$ cat src/rtl/op_fetch_seq.sv
// Microcode fetch/decode sequencer feeding the 4-bit operand register.
// Define ILLEGAL_TRAP_EN to trap opcodes 0x4..0xE (halt + sticky err); otherwise they act as NOP.
module op_fetch_seq #(
  parameter int unsigned PC_W   = 4,
  parameter int unsigned RST_PC = 0
) (
  input  logic            clk,
  input  logic            grst,
  input  logic            start,
  input  logic            mem_rdy,
  input  logic [3:0]      bus,
  output logic [PC_W-1:0] pc,
  output logic            mem_oe,
  output logic [3:0]      imm,
  output logic            rs5,
  output logic            ws3,
  output logic            busy,
  output logic            halted,
  output logic            err
);

  typedef enum logic [1:0] {StIdle, StFOp, StFImm, StExec} state_e;

  localparam logic [PC_W-1:0] RstPc = RST_PC[PC_W-1:0];
  localparam logic [PC_W-1:0] PcOne = {{(PC_W-1){1'b0}}, 1'b1};

  state_e          state_q, state_d;
  logic [PC_W-1:0] pc_q, pc_d;
  logic [3:0]      opcode_q, opcode_d;
  logic [3:0]      imm_q, imm_d;
  logic            halted_q, halted_d;
  logic            err_q, err_d;
  logic            rs5_q, rs5_d;
  logic            ws3_q, ws3_d;
  logic            mem_oe_q, mem_oe_d;
  logic            busy_q, busy_d;
  logic [PC_W+3:0] imm_ext;

  // Zero-extend then truncate so the jump target works for any PC_W.
  assign imm_ext = {{PC_W{1'b0}}, imm_q};

  always_comb begin
    state_d  = state_q;
    pc_d     = pc_q;
    opcode_d = opcode_q;
    imm_d    = imm_q;
    halted_d = halted_q;
    err_d    = err_q;
    unique case (state_q)
      StIdle: begin
        if (start) begin
          state_d  = StFOp;
          halted_d = 1'b0;
          err_d    = 1'b0;
        end
      end
      StFOp: begin
        if (mem_rdy) begin
          opcode_d = bus;
          pc_d     = pc_q + PcOne;
          state_d  = StFImm;
        end
      end
      StFImm: begin
        if (mem_rdy) begin
          imm_d   = bus;
          pc_d    = pc_q + PcOne;
          state_d = StExec;
        end
      end
      StExec: begin
        state_d = StFOp;
        case (opcode_q)
          4'h0, 4'h1, 4'h2: ;
          4'h3: pc_d = imm_ext[PC_W-1:0];
          4'hF: begin
            state_d  = StIdle;
            halted_d = 1'b1;
          end
          default: begin
`ifdef ILLEGAL_TRAP_EN
            state_d  = StIdle;
            halted_d = 1'b1;
            err_d    = 1'b1;
`endif
          end
        endcase
      end
      default: state_d = StIdle;
    endcase
  end

  // Strobes are registered from the next state so they align exactly with the EXEC cycle.
  always_comb begin
    rs5_d    = (state_d == StExec) && (opcode_d == 4'h1);
    ws3_d    = (state_d == StExec) && (opcode_d == 4'h2);
    mem_oe_d = (state_d == StFOp) || (state_d == StFImm);
    busy_d   = (state_d != StIdle);
  end

  always_ff @(posedge clk) begin
    if (grst) begin
      state_q  <= StIdle;
      pc_q     <= RstPc;
      opcode_q <= 4'h0;
      imm_q    <= 4'h0;
      halted_q <= 1'b0;
      err_q    <= 1'b0;
      rs5_q    <= 1'b0;
      ws3_q    <= 1'b0;
      mem_oe_q <= 1'b0;
      busy_q   <= 1'b0;
    end else begin
      state_q  <= state_d;
      pc_q     <= pc_d;
      opcode_q <= opcode_d;
      imm_q    <= imm_d;
      halted_q <= halted_d;
      err_q    <= err_d;
      rs5_q    <= rs5_d;
      ws3_q    <= ws3_d;
      mem_oe_q <= mem_oe_d;
      busy_q   <= busy_d;
    end
  end

  assign pc     = pc_q;
  assign imm    = imm_q;
  assign rs5    = rs5_q;
  assign ws3    = ws3_q;
  assign mem_oe = mem_oe_q;
  assign busy   = busy_q;
  assign halted = halted_q;
  assign err    = err_q;

endmodule

$ cat config.mk
export PLATFORM = sky130hd
export DESIGN_NAME = op_fetch_seq
export DESIGN_NICKNAME = d
export VERILOG_FILES = /design/src/rtl/op_fetch_seq.sv
export SDC_FILE = /design/constraint.sdc
export NUM_CORES = 1
export LEC_CHECK = 0
export ABC_AREA = 1
export CAP_MARGIN = 20
export CORE_ASPECT_RATIO = 1.1
export CORE_MARGIN = 4
export CORE_UTILIZATION = 45
export DETAILED_ROUTE_END_ITERATION = 8
export PLACE_DENSITY = 0.72
export REMOVE_ABC_BUFFERS = 1
export SKIP_CTS_REPAIR_TIMING = 1
export SYNTH_ARGS = -nofsm -noshare
export SYNTH_HDL_FRONTEND = slang
export SYNTH_SLANG_ARGS = --single-unit
$ cat constraint.sdc
create_clock -name clk -period 2.06 [get_ports clk]
set_input_delay 0.206 -clock clk [delete_from_list [all_inputs] [get_ports clk]]
set_output_delay 0.206 -clock clk [all_outputs]
set_load 0.1 [all_outputs]
== After elaboration in Yosys (flattened, before gate mapping) ==
Cells that the tools add are included.

* Register bits: 19
* Output and inout port bits: 14

* Add/subtract/negate cells: 1
* Equal/unequal tests: 14
* Muxes and demuxes: 13
* Reduce and logical (&&, ||, !) cells: 11

{| class="wikitable"
|+ Operators with widths
! cell !! number
|-
| $mux W4 || 4
|-
| $eq A2 B2 Y1 const B || 4
|-
| $eq A4 B2 Y1 const B || 2
|-
| $pmux W2 S4 || 1
|-
| $pmux W4 S2 || 1
|-
| $mux W2 || 3
|-
| $reduce_and A3 Y1 || 2
|-
| $reduce_bool A2 Y1 || 3
|-
| $add A4 B1 Y4 const B || 1
|-
| $eq A2 B1 Y1 const B || 2
|-
| $eq A4 B1 Y1 const B || 1
|-
| $eq A4 B4 Y1 const B || 1
|-
| $ne A2 B1 Y1 const B || 2
|-
| $ne A2 B2 Y1 const B || 2
|-
| $mux W1 || 3
|-
| $logic_and A1 B1 Y1 || 2
|-
| $logic_not A2 Y1 || 1
|-
| $pmux W1 S2 || 1
|-
| $reduce_and A2 Y1 || 1
|-
| $reduce_or A2 Y1 || 1
|-
| $logic_or A1 B1 Y1 || 1
|}

== Depth between registers and ports, before layout ==
Gate-level depths: netlist of the first run.

* Word-level depth: 5
* Depth in mapped cells: 11

== Worst setup path before layout of the first run ==
No wires, ideal clock.

* Kind: register -> register
* From: register pc_q[0] (netlist: pc[0])
* To: register pc_q[2] (netlist: pc[2])
* Setup time: 119 ps
* Data arrival time: 1,699 ps
* Data required time: 1,941 ps
* Setup slack: 242 ps
* Stages on the path, launching flop included: 7
* Buffers on the path: 0
* Clock period less this slack: 1,818 ps
* Path through: dfxtp_1 ha_1 nand2_1 nand2_1 o21ai_0 o21ai_0 a21oi_1

* Word-level cells in the longest chain between the ends: 3

{| class="wikitable"
|+ RTL lines
! item !! RTL line !! text
|-
| start, declared || 28 || <nowiki>logic [PC_W-1:0] pc_q, pc_d;</nowiki>
|-
| start signal, assigned || 104 || <nowiki>pc_q <= RstPc;</nowiki>
|-
| start signal, assigned || 115 || <nowiki>pc_q <= pc_d;</nowiki>
|-
| $add A4 B1 Y4 || 60, 67 ||
|-
| $mux W4 || 58, 65 ||
|-
| $pmux W4 S2 || 49 || <nowiki>unique case (state_q)</nowiki>
|}

Every way passes these cells. The select of a mux whose other input is x is not followed.
A chain may end at the register's enable or synchronous reset.

== Worst setup path after layout of the first run ==
* From: register state_q[0]
* To: register rs5_q (netlist: rs5)

* Word-level cells in the longest chain between the ends: 4

{| class="wikitable"
|+ RTL lines
! item !! RTL line !! text
|-
| start, declared || 27 || <nowiki>state_e state_q, state_d;</nowiki>
|-
| start signal, assigned || 103 || <nowiki>state_q <= StIdle;</nowiki>
|-
| start signal, assigned || 114 || <nowiki>state_q <= state_d;</nowiki>
|-
| $eq A2 B2 Y1, or another cell as far along || 49 ||
|-
| $pmux W2 S4 * || 49 ||
|-
| net state_d[1] || 27 ||
|-
| $eq A2 B2 Y1 * || 95 || <nowiki>rs5_d = (state_d == StExec) && (opcode_d == 4'h1);</nowiki>
|-
| $logic_and A1 B1 Y1 * || 95 ||
|-
| end signal, assigned || 120 || <nowiki>rs5_q <= rs5_d;</nowiki>
|-
| end, declared || 33 || <nowiki>logic rs5_q, rs5_d;</nowiki>
|}

The timed path passes the listed nets; every way through them passes the cells marked *.

==> results of run 1 <==
==> layout make-up <==
class                   instances  share of cell area [%]
clock buffers                   3                    1.85
clock inverters                 1                   0.412
inverters                      20                    6.18
multi-input cells              91                    42.3
flip-flops and latches         19                    31.3
well taps                      28                    2.88
repair buffers                 22                    15.0
==> final timing paths <==
check / startpoint / to / slack (ns) / cells past startpoint
worst max-delay path: state_q[0] / rs5 / 0.31 / 8
worst min-delay path: halted / halted / 0.47 / 2
worst max register to register: state_q[0] / rs5 / 0.31 / 8
worst min register to register: halted / halted / 0.47 / 2
==> stage by stage <==
step	hold slack [ns]	setup WS (ns)	power [W]	cells	utilization, %
floorplan	0.268	0.242	0.000650	130	-
global placement	0.450	0.290	0.000717	180	58.1
detailed placement	0.457	0.236	0.000720	180	58.1
CTS	0.471	0.333	0.000911	184	59.5
global route	0.515	0.190	0.000953	184	59.5
finish	0.469	0.306	0.000901	184	59.5
==> power groups by stage <==
stage	clock network [W]	logic, W	registers, W
6_report	0.000188	0.000303	0.000410
5_1_grt	0.000210	0.000327	0.000415
4_1_cts	0.000198	0.000303	0.000410
3_5_place_dp	0	0.000302	0.000418
3_3_place_gp	0	0.000299	0.000418
2_1_floorplan	0	0.000125	0.000524
==> cell usage in the layout, fill, tap and decap left out, types with 2 or more instances in the layout <==
| cell type | instances |
|---|---|
| nand2_1 | 26 |
| dfxtp_1 | 19 |
| inv_1 | 18 |
| nor2_1 | 17 |
| buf_4 | 15 |
| o21ai_0 | 10 |
| nand3_1 | 7 |
| ha_1 | 7 |
| clkdlybuf4s50_1 | 7 |
| nand2_2 | 4 |
| o21ai_2 | 4 |
| a21oi_1 | 3 |
| clkbuf_4 | 3 |
| inv_2 | 2 |
| nand3_2 | 2 |
| nor3_2 | 2 |
==> sequential cells by signal (all words and copies together) (netlist names) <==
name and count:
rs5 1, opcode_q 4, mem_oe 1, ws3 1
busy 1, pc 4, state_q 2, imm 4
halted 1
==> critical path, cell delays in order (launching register included) <==
cell	delay [ns]
dfxtp_1	0.37
inv_1	0.10
ha_1	0.23
or2_1	0.25
a31oi_1	0.30
inv_1	0.09
ha_1	0.20
nand3_2	0.09
nor3_2	0.04
==> routing by layer <==
metal  GRT usage (%)  up-vias  wire [um]
li1                -      463          -
met1            18.4      394        860
met2            25.2       23        990
met3            3.92        7        111
met4            8.39        0         61
met5               0        -          0
==> logic make-up after synthesis <==
kind of cell | count (synthesis) | synth area share (%)
buf+inv | 23 | 9.61
compound gates | 21 | 13.8
other cells | 1 | 0.379
fa+ha+maj | 7 | 8.85
flops | 19 | 38.4
simple gates | 62 | 29.0
==> reports/metrics.yaml, run 1 <==
grt-ovfl-total: 0
synth_edf_count: 0
multi_input_area_um2: 514
yosysSeqAreaShare_pct: 38.4
power_frac_seq_pct: 45.5
synth_top_area_share_pct: 38.4
syn_area_per_cell_um2: 7.44
ant_nets: 0
synth.distinct_cells: 24
ys_warn_count: 0
firstDrtPassIters: 5
p_per_area_nw_per_um2: 741
leakage_nw: 0.585
fillers: 203
place.gp.congestion: 0.893
syn_area_um2: 990
worstSetupStartpointType: "flop"
tritoncts: "built"
drt-total-wl_um: 2020
boundaryPins: 22
avgViaCountPerCell: 4.82
ys_ff_latch: 19
fmax_mhz: 570
path_clk_slew_ns: 0.11
antenna_found_initial: 0
grt_max_degree: 12
hp-class: "reg2reg"
coreArea_um2: 2040
arrival_ns: 1.96
finClkSkew_ns: 0.00759
htree_levels: 1
p_clk_share_pct: 20.8
fin_crit_ns: 1.75
clockBufferDepth: 2
power.share.switching_pct: 39.1
hold_viol_final: 0
ys.flop_type: "dfxtp_1"
crit_required_ns: 2.27
rsz0062_at_grt: "false"
num_rows: 17
crit_fanout: 4
grt.total_usage_pct: 15.5
drc: 0
grt_pass1_wl_um: 3530
syn_inst: 133
syn2layout_area_growth_pct: 22.8
diodes: 0
drive_gt1_share_pct: 23.1
drv_cap: 0
wl_per_cell_um: 11.0
routed-via-count: 887
intPower_w: 0.000548
ir_drop_mv: 0.498
cts_buffers: 3
cts.sinks: 19
finalMaxSlewViolations: 0
drt_iter0_drc: 11
ff_latch_area_um2: 380
period_share_pct: 85.1
yosysTopAreaCell: "dfxtp_1"
p_comb_share_pct: 33.7
yosys.cell_count.top_type: "nand2_1"
netlist_top_cells_count: "nand2_1, dfxtp_1, inv_1"
io_buffer_count: 20
status: "finished clean"
criticalPathCategory: "reg2reg"
synthArstFlopShare_pct: 0
place_area_um2: 1190
final.setup.tns_ns: 0
yosys-top-cells-area: "dfxtp_1, nand2_1, ha_1, inv_1, nor2_1"
cp-end-kind: "flop"
grt_pass1_vias: 834
setup_violations: 0
clk_latency_ns: 0.30
die_area_um2: 3010
die_w_um: 52.7
final_nets: 172
die_y_um: 57.2
root_buffer: "clkbuf_4"
dp_hpwl_um: 1630
initial_core_util_pct: 48.5
switchingPower_w: 0.000353
fin_area_um2: 1210
No activity file was read; power rests on OpenSTA's default activity.
==> run 2: changes to the inputs <==
clock period = 2.2 ns   (was 2.06 ns; I/O delays follow)
==> reports/metrics.yaml, run 2 (same netlist as run 1, synthesis figures left out) <==
cts.sinks: 19  # unchanged
fin_crit_ns: 1.74  # -0.0138 ns
finalMaxSlewViolations: 0  # unchanged
coreArea_um2: 2040  # unchanged
die_w_um: 52.7  # unchanged
grt.total_usage_pct: 15.6  # +0.081 points
grt_pass1_vias: 848  # +1.7%
status: "finished clean"
cp_slowest_cell: "dfxtp_1"
dpl.cell_count: 180  # unchanged
hp-class: "reg2reg"
grt_max_degree: 12  # unchanged
diodes: 0  # unchanged
worstSetupStartpointType: "flop"
arrival_ns: 1.95  # about the same
p_clk_share_pct: 20.8  # about the same
switchingPower_w: 0.000328  # -7.1%
power.share.switching_pct: 39.0  # -0.15 points
power_frac_seq_pct: 45.8  # +0.3 points
drive_gt1_share_pct: 23.1  # unchanged
tritoncts: "built"
place.gp.congestion: 0.900  # +0.82%
drt_iter0_drc: 12  # +1
finalNonFillerCells: 184  # unchanged
dp_hpwl_um: 1620  # -0.53%
syn2layout_area_growth_pct: 22.8  # unchanged
r2r_cells: 10  # +2
leakage_nw: 0.585  # unchanged
drt-total-wl_um: 2010  # -0.49%
path_cells: "inv_1, ha_1, or2_1, nand2_1, nand2_1, o21ai_2, inv_2, ha_1, nand3_2, nor3_2"
hold_ws_ns: 0.476  # +0.00709 ns
min_path_cells: 2  # unchanged
boundaryPins: 22  # unchanged
routed-via-count: 870  # -1.9%
finalPower_w: 0.000840  # -6.7%
die_y_um: 57.2  # unchanged
path_clk_slew_ns: 0.11  # about the same
cp-end-kind: "flop"
htree_levels: 1  # unchanged
initial_core_util_pct: 48.5  # unchanged
fmax_mhz: 575  # +0.80%
setup_ws_ns: 0.460  # +0.154 ns
ant_nets: 0  # unchanged
fillers: 206  # +1.5%
cts_buffers: 3  # unchanged
setup_violations: 0  # unchanged
ir_drop_mv: 0.511  # +2.5%
drv_cap: 0  # unchanged
wl_per_cell_um: 10.9  # -0.49%
criticalPathCategory: "reg2reg"
avgViaCountPerCell: 4.73  # -1.9%
final_nets: 172  # unchanged
antenna_found_initial: 0  # unchanged
die_area_um2: 3010  # unchanged
grt_pass1_wl_um: 3560  # +0.79%
final.setup.tns_ns: 0  # unchanged
drc: 0  # unchanged
num_rows: 17  # unchanged
io_buffer_count: 20  # unchanged
hold_viol_final: 0  # unchanged
clockBufferDepth: 2  # unchanged
crit_required_ns: 2.41  # +0.14 ns
dp_slack_ns: 0.356  # +0.120 ns
p_per_area_nw_per_um2: 691  # -6.7%
intPower_w: 0.000513  # -6.5%
critPathMaxStageDelay_ns: 0.37  # about the same
period_share_pct: 79.1  # -6.0 points
finClkSkew_ns: 0.0111  # +0.00354 ns
final_cell_mix: "nand2_1, dfxtp_1, inv_1"
p_comb_share_pct: 33.4  # -0.3 points
clk_latency_ns: 0.30  # about the same
root_buffer: "clkbuf_4"
rsz0062_at_grt: "false"
grt-ovfl-total: 0  # unchanged
firstDrtPassIters: 5  # unchanged
final_common_cell: "nand2_1"
crit_fanout: 4  # unchanged
run 2: cell counts in the layout (fill, tap and decap cells not counted):
No cell type changed its count.
run 2: final timing paths:
check,end,slack [ns],startpoint
worst max register to register,rs5,0.46,state_q[0]
worst max-delay path,rs5,0.46,state_q[0]
worst min register to register,halted,0.48,halted
worst min-delay path,halted,0.48,halted
run 2: cell type report:
cell class                      count  area, um^2  share of cell area [%]
Multi-Input combinational cell     91         514                    42.3
Tap cell                           28        35.0                    2.88
Clock inverter                      1        5.00                   0.412
Clock buffer                        3        22.5                    1.85
Sequential cell                    19         380                    31.3
Inverter                           20        75.1                    6.18
Timing Repair Buffer               22         183                    15.0
run 2: worst max-delay path, delay by kind of cell, from the launching register on:
family,cells,cell delay (ns)
flops,1,0.37
buf+inv,2,0.13
fa+ha+maj,2,0.45
simple gates,5,0.51
compound gates,1,0.20
run 2: metrics by stage:
step / utilization, % / instance area [um^2]
final: 59.5 / 1210
after global routing: 59.5 / 1210
after floorplan: - / 970
after global placement: 58.1 / 1190
after CTS: 59.5 / 1210
after detailed placement: 58.1 / 1190
run 2: power groups by stage:
stage                     clock [W]  combinational (W)  sequential, W
after floorplan                   0           0.000117       0.000491
after global routing       0.000201           0.000304       0.000389
after CTS                  0.000183           0.000283       0.000385
after detailed placement          0           0.000282       0.000392
final                      0.000175           0.000281       0.000384
after global placement            0           0.000280       0.000391
run 2: routing by layer:
metal,up-vias,global-route usage [%],wire length [um]
li1,459,-,-
met3,5,3.39,83
met2,16,26.4,1060
met4,0,8.76,38
met1,390,17.6,833
met5,-,0,0
==> run 3: changes to the inputs <==
CORE_UTILIZATION = 44   (was 45)
PLACE_DENSITY = 0.74   (was 0.72)
clock period = 1.5 ns   (was 2.2 ns; I/O delays follow)
==> reports/metrics.yaml, run 3 (same netlist as run 1, synthesis figures left out) <==
hp-class: "in2reg"
dp_slack_ns: -0.222  # -0.578 ns
tritoncts: "built"
avgViaCountPerCell: 4.96  # +4.8%
dp_hpwl_um: 1990  # +22%
die_w_um: 53.2  # +0.96%
final_nets: 189  # +9.9%
finalMaxSlewViolations: 0  # unchanged
firstDrtPassIters: 5  # unchanged
worstSetupStartpointType: "flop"
min_path_cells: 3  # +1
hp-start: "bus[1]"
drv_cap: 0  # unchanged
boundaryPins: 22  # unchanged
drive_gt1_share_pct: 38.7  # +16 points
htree_levels: 1  # unchanged
setup_violations: 4  # +4
die_y_um: 57.7  # +0.97%
reg2reg_from: "state_q[1]"
criticalPathCategory: "reg2reg"
p_per_area_nw_per_um2: 894  # +29%
syn2layout_area_growth_pct: 61.9
grt_pass1_wl_um: 4040  # +14%
crit_fanout: 3  # -1
period_share_pct: 110  # +31 points
hold_viol_final: 0  # unchanged
grt_pass1_vias: 960  # +13%
initial_core_util_pct: 47.5  # -0.99 points
fin_crit_ns: 1.66  # -0.0843 ns
ant_nets: 0  # unchanged
cts_buffers: 3  # unchanged
grt.total_usage_pct: 17.5  # +1.9 points
antenna_found_initial: 0  # unchanged
die_area_um2: 3070  # +1.9%
grt_max_degree: 11  # -1
drt-total-wl_um: 2680  # +33%
multi_input_area_um2: 598  # +16%
drt_iter0_drc: 17  # +5
drc: 0  # unchanged
clk_latency_ns: 0.29  # about the same
num_rows: 17  # unchanged
status: "complete, but fails checks"
violations: "setup timing"
grt-ovfl-total: 0  # unchanged
place.gp.congestion: 0.797  # -11%
setup_ws_ns: -0.155  # -0.616 ns
reg2reg_slack_ns: -0.16  # -0.62 ns
rsz0062_at_grt: "true"
finClkSkew_ns: 0.000739  # -0.0104 ns
r2r_cells: 9  # -1
ir_drop_mv: 0.795  # +56%
io_buffer_count: 20  # unchanged
finalNonFillerCells: 201  # +9.2%
crit_required_ns: 1.70  # -0.71 ns
dpl.cell_count: 193  # +7.2%
ff_latch_area_um2: 388  # +2.0%
coreArea_um2: 2080  # +2.1%
final_cell_mix: "nand2_1, buf_4, dfxtp_1"
hold_ws_ns: 0.514  # +0.0379 ns
cts.sinks: 19  # unchanged
root_buffer: "clkbuf_4"
path_clk_slew_ns: 0.10  # about the same
regToRegEndpoint: "rs5"
cp_slowest_cell: "dfxtp_4"
whs_endpoint: "imm[1]"
cpMostUsedCell: "ha_4"
fillers: 155  # -25%
routed-via-count: 996  # +14%
clockBufferDepth: 2  # unchanged
wl_per_cell_um: 13.3  # +22%
cp-end-kind: "flop"
fmax_mhz: 604  # +5.1%
path_cells: "inv_4, ha_4, or2_1, buf_4, a31oi_4, inv_1, ha_4, nand3_4, nor3_2"
diodes: 0  # unchanged
final_common_cell: "nand2_1"
leakage_nw: 0.703  # +20%
critPathMaxStageDelay_ns: 0.39  # +0.02 ns
arrival_ns: 1.85  # -0.10 ns
## run 3: changes by cell type in the layout (fill, tap and decap cells not counted), moves of 3 or more
cell    before  now
buf_12       0   13
buf_4       15   19
ha_1         7    3
ha_4         0    4
inv_1       18   14
inv_4        0    3
## run 3: through the flow
stage	total power (W)	instance area, um^2	util, %	TNS [ns]
2_1_floorplan	0.000892	970	-	-0.939
3_3_place_gp	0.00109	1450	69.4	-0.559
3_5_place_dp	0.00111	1450	69.4	-0.791
4_1_cts	0.00136	1470	70.7	-1.09
5_1_grt	0.00152	1600	76.9	-0.795
6_report	0.00143	1600	76.9	-0.500
## run 3: worst max-delay path by stage
stage          startpoint     end  slack (ns)
2_1_floorplan       pc[0]   pc[2]       -0.32
3_3_place_gp   state_q[0]     ws3       -0.18
3_5_place_dp   state_q[0]     rs5       -0.22
4_1_cts        state_q[0]     rs5       -0.25
5_1_grt        state_q[1]  mem_oe       -0.23
6_report       state_q[1]     rs5       -0.16
## run 3: layer usage
metal,GRT usage (%),up-vias,wire (um)
met5,0,-,0
met4,8.39,0,87
met3,3.34,8,127
met2,31.9,31,1530
met1,18.6,458,937
li1,-,499,-
## run 3: worst max-delay path: cells and delay by family (launching register included)
kind                       cells  cell delay, ns
buffers and inverters          3            0.30
adders and majority gates      2            0.32
AOI/OAI and AO/OA              1            0.17
and+or+nand+nor                3            0.37
DFF                            1            0.39
## run 3: layout make-up
cell class | instances | share of cell area, %
Tap cell | 28 | 2.19
Sequential cell | 19 | 24.2
Timing Repair Buffer | 39 | 29.5
Multi-Input combinational cell | 91 | 37.3
Inverter | 20 | 5.15
Clock buffer | 4 | 1.64
## run 3: where the power goes
group | internal (W) | leakage (nW) | total (W) | switching (W)
clock | 0.000104 | 0.0150 | 0.000255 | 0.000151
combinational | 0.000242 | 0.532 | 0.000594 | 0.000352
sequential | 0.000538 | 0.156 | 0.000584 | 0.0000454
